==> src/rtl/dcache_req_arbiter.sv <==
// dcache_req_arbiter: round-robin arbiter for two requesters sharing one dcache request port
package dcache_pkg;
  typedef struct packed {
    logic        valid;
    logic [1:0]  mem_op;
    logic [31:0] addr;
    logic [1:0]  size;
    logic [31:0] write_content;
    logic [31:0] pc;
  } DCACHE_REQUEST;
endpackage

module dcache_req_arbiter
  import dcache_pkg::*;
#(
  parameter int CNT_W = 16
) (
  input  logic             clock,
  input  logic             reset_n,
  input  DCACHE_REQUEST    req0_request,
  output logic             req0_stall,
  input  DCACHE_REQUEST    req1_request,
  output logic             req1_stall,
  output DCACHE_REQUEST    cache_request,
  input  logic             cache_stall,
  output logic             grant_id,
  output logic [CNT_W-1:0] conflict_count
);
  DCACHE_REQUEST out_q, out_d, pick;
  logic grant_q, rr_q, load_en, sel, acc, both;
  logic [CNT_W-1:0] cnt_q;

  // Selection: a lone valid requester wins outright, otherwise the round-robin pointer decides
  always_comb begin
    load_en    = !out_q.valid || !cache_stall;
    both       = req0_request.valid && req1_request.valid;
    sel        = (req0_request.valid ^ req1_request.valid) ? req1_request.valid : rr_q;
    pick       = sel ? req1_request : req0_request;
    acc        = load_en && pick.valid;
    out_d      = acc ? pick : '0;
    req0_stall = !(load_en && !sel);
    req1_stall = !(load_en && sel);
  end

  // Output stage, grant, pointer and saturating contention counter; all frozen while the cache stalls a valid packet
  always_ff @(posedge clock or negedge reset_n) begin
    if (!reset_n) begin
      out_q   <= '0;
      grant_q <= 1'b0;
      rr_q    <= 1'b0;
      cnt_q   <= '0;
    end else begin
      if (load_en) out_q <= out_d;
      if (acc) begin
        grant_q <= sel;
        rr_q    <= ~sel;
      end
      if (load_en && both && !(&cnt_q)) cnt_q <= cnt_q + 1'b1;
    end
  end

  assign cache_request  = out_q;
  assign grant_id       = grant_q;
  assign conflict_count = cnt_q;
endmodule

==> config.mk <==
export PLATFORM = sky130hd
export DESIGN_NAME = dcache_req_arbiter
export DESIGN_NICKNAME = d
export VERILOG_FILES = /design/src/rtl/dcache_req_arbiter.sv
export SDC_FILE = /design/constraint.sdc
export NUM_CORES = 1
export LEC_CHECK = 0
export ABC_AREA = 1
export CAP_MARGIN = 20
export CORE_MARGIN = 2
export CORE_UTILIZATION = 38
export DETAILED_ROUTE_END_ITERATION = 6
export PLACE_DENSITY = 0.84
export SYNTH_ARGS = -nofsm -noshare
export SYNTH_HDL_FRONTEND = slang
export SYNTH_SLANG_ARGS = --single-unit
==> constraint.sdc <==
create_clock -name clock -period 2.5 [get_ports clock]
set_clock_uncertainty 0.05 [all_clocks]
set_input_delay 0.75 -clock clock [delete_from_list [all_inputs] [get_ports clock]]
set_output_delay 0.75 -clock clock [all_outputs]
set_load 0.02 [all_outputs]
After elaboration in Yosys (flattened, before gate mapping) --
Index checks and enable logic that the tools add are counted.
Word-level totals: register bits 119, bits of input ports 205, output and inout bits 120, logic and storage cells 29
Operators by class: $add $sub $neg 1, muxes and demuxes 3, bitwise gates (word level) 2, reductions and logical operators 14
Operators with widths (number):
- $mux 101 | 2
- $add 16x1->16 const B | 1
- $reduce_and 16->1 | 1
- $logic_and 1x1->1 | 6
- $logic_not 1->1 | 6
- $logic_or 1x1->1 | 1
- $mux 1 | 1
- $not 1->1 | 1
- $xor 1x1->1 | 1

Logic depth before layout (Yosys ltp) --
depth after elaboration 5, depth in mapped cells 9, gate-level depth less buffers 9

Worst setup path before layout --
OpenSTA, ideal clock, no wires.
path type input to output, start point in req0_request[100] (netlist name), end point out req1_stall, arrival 1.740 ns, required time 1.700 ns, slack -0.040 ns, stages on the path 5, buffers on the path 1, cells stage by stage inv_1 -> ha_1 -> o21ai_2 -> clkbuf_1 -> nand2_1
Between the ends: longest elaborated chain between the ends 4
RTL lines:
- start: declaration | line 20 | input DCACHE_REQUEST req0_request,
- $xor 1x1->1 | line 37 | sel = (req0_request.valid ^ req1_request.valid) ? req1_request.valid : rr_q;
- $mux 1 | line 37
- $logic_and 1x1->1 | line 42 | req1_stall = !(load_en && sel);
- $logic_not 1->1 | line 42
- end: declaration | line 23 | output logic req1_stall,
No other way between the ends.

Worst setup path in the final report --
start point in cache_stall, end point out req0_stall
Between the ends: longest elaborated chain between the ends 4
RTL lines:
- start: declaration | line 25 | input logic cache_stall,
- $logic_not 1->1 | line 35 | load_en = !out_q.valid || !cache_stall;
- $logic_or 1x1->1 | line 35
- $logic_and 1x1->1 | line 41 | req0_stall = !(load_en && !sel);
- $logic_not 1->1 | line 41
- end: declaration | line 21 | output logic req0_stall,
No other way between the ends.

==> metrics.txt <==
outcome=finished clean; relative slew slack=0.516; HPWL after DPL=14100 um; total CTS buffers=17; Layout area overhead=72.4%; Die Y=roughly 130 um; clk buf depth=2; CTS Hold Bufs=0; fin crit period=between 2 and 2.5 ns; clock sink count=approximately 120; Leak=roughly 0.0043 uW; # rows=44; GRT overflow=0; global-route wire length before repair=roughly 32000 um; worst setup path start=cache_stall; slew of the pin with the lowest slew margin=0.726 ns; DRC=0; CTS tree=done; Mapped Avg Cell Area=about 8 um2; fin util=0.670; largest family of logic cells by synthesized area=simple AND/OR/NAND/NOR gates; XOR/XNOR Fraction of Synth Area=0.00778; Post-Layout Inst Area=9710 um2; distinct cell type count after synthesis=23; reg-to-reg endpoint=cache_request[99]; number of global-route vias before repair=6246; Mapped Cells=710; cell area after synthesis=approximately 5600 um2; commonest cells after routing, fill and taps aside=clkdlybuf4s50_1 (319), nand2_1 (269), nand3_1 (207), dfrtp_1 (119), nor2_1 (22); critical path launch point type=primary input; Max H-tree Level=4; layout cells sized above 1=0.0693; initial drt markers=422; vias=a little over 6000; DRT Pass-1 Iters=5; Die X=roughly 130 um; initial antenna violation count=0; Worst R2R Start=cache_request[100]; Reg2Reg Setup Slack=roughly 0.50 ns; Die ar.=~16000 um2; fin nets=around 1200; IO Pins=between 300 and 400; Crit path required time=between 1.5 and 2 ns; Max Freq=roughly 400 MHz; initial core utilization=0.389; Setup CP Type=primary input to output port; setup total negative slack=0 ns; vias per cell=between 5 and 6; Hold Vio Cnt, Final=0; Post-Synth Adder-Cell Area=0.00667; simple-gate share of the synthesized area=0.396; root buf cell=clkbuf_16; antenna cells=0; Core ar.=14500 um2; antenna viol nets, final=0; Total GRT Usage=0.255; Compound-Gate Fraction of Synth Area=0.0109; Crit Path Max Fanout=2; Worst-path clk slew=0.06 ns; I/O Buffers=~320; crit path DAT=between 1.5 and 2 ns; Critical path destination=req0_stall; crit path capture type=output port; main area contributors after synthesis=dfrtp_1 (53%), nand3_1 (18%), nand2_1 (18%); Reg2Reg Depth=8; Ys Warns=0; largest net degree at the start of global routing=63; mux cell area share after synthesis=0; Routed WL per cell=16.3 um; Pins Over Slew Limit=0; Setup violations, final=0; register area share after synthesis=0.529; Worst VDD drop=443 uV; cell taking the most area after synthesis=dfrtp_1; area share of the largest cell type after synthesis=0.529; Max Cap Viol=0; PwrDens=~740 nW/um2; Post-DP Area=9140 um2; RSZ-0062 raised after global routing=no; Skew-Pair Late Insertion Delay=about 0.41 ns; commonest non-fill, non-tap cell in the layout=clkdlybuf4s50_1; RD Place Congestion=~0.85; syn_nets=roughly 920; post-synthesis register bit count=approximately 120; Worst Hold Class=primary input to async pin; DRT Wirelength=19900 um; period utilisation layout=0.989
==> metal layers <==
metal / vias to the layer above / global-route usage / share of wire
li1: 2961 / - / -
met1: 2889 / 0.299 / 0.39
met2: 312 / 0.426 / 0.49
met3: 51 / 0.0833 / 0.087
met4: 0 / 0.116 / 0.037
met5: - / 0 / 0
==> worst min-delay path by stage <==
stage / end
6_report: conflict_count[4]
5_1_grt: conflict_count[4]
4_1_cts: conflict_count[7]
3_5_place_dp: cache_request[22]
3_3_place_gp: cache_request[23]
2_1_floorplan: cache_request[0]
==> power breakdown <==
part / switching, uW / total [uW] / internal (uW)
Combinational: 1200 / 2350 / 1150
Sequential: 254 / 2520 / 2270
Clock: 853 / 2280 / 1430
Total: 2310 / 7150 / 4840
==> cells by family (layout without fill, tap and decap cells) <==
group | Yosys count | after routing
DFF | 119 | 119
and+or+nand+nor | 512 | 512
buffers and inverters | 62 | 391
adders and majority gates | 3 | 3
xor gates and xnor gates | 5 | 5
AOI/OAI and AO/OA | 9 | 9
==> critical path, stage by stage <==
cell and delay (ns):
clkdlybuf4s50_1 0.42, nand2_2 0.08, clkinv_2 0.06, or2_4 0.23, buf_6 0.13
==> sequential cells by signal (all words and copies together) (netlist names) <==
register / flops
conflict_count: 16
grant_id: 1
cache_request: 101
rr_q: 1
==> cell usage after synthesis, drive strengths merged <==
library cell and number:
clkbuf 13, xnor2 1, nand3b 2, ha 3, inv 17, o22ai 1
nand3 208, o21ai 8, nor3 1, or2 1, nand2 272, nand4 3
buf 32, xor2 4, nor2 25, dfrtp 119
==> cell type report <==
class	instances	area [um2]
well taps	184	230
clock buffers	22	474
fillers	1165	4770
repair buffers	344	3470
inverters	17	65.1
clock inverters	8	75.1
multi-input cells	529	2420
flip-flops and latches	119	2980
==> metrics by stage <==
stage          setup slack, ns  hold WS, ns  instances  power (uW)
2_1_floorplan           0.0733        0.404        710        3550
3_5_place_dp            -0.956        0.430       1192        4880
4_1_cts                 0.0193        0.135       1223        7200
3_3_place_gp            -0.949        0.428       1192        4850
5_1_grt                0.00182        0.145       1223        7500
6_report                0.0267        0.157       1223        7150
==> timing repair <==
| item | 4_1_cts | 5_1_grt |
|---|---|---|
| gates resized for setup | 25 | 1 |
| buffers inserted | 1 | 0 |
| pin swaps | 4 | 0 |
| hold endpoints to repair | 0 | 0 |
| setup endpoints to repair | 103 | 1 |
Power figures use the tool's default switching activity.
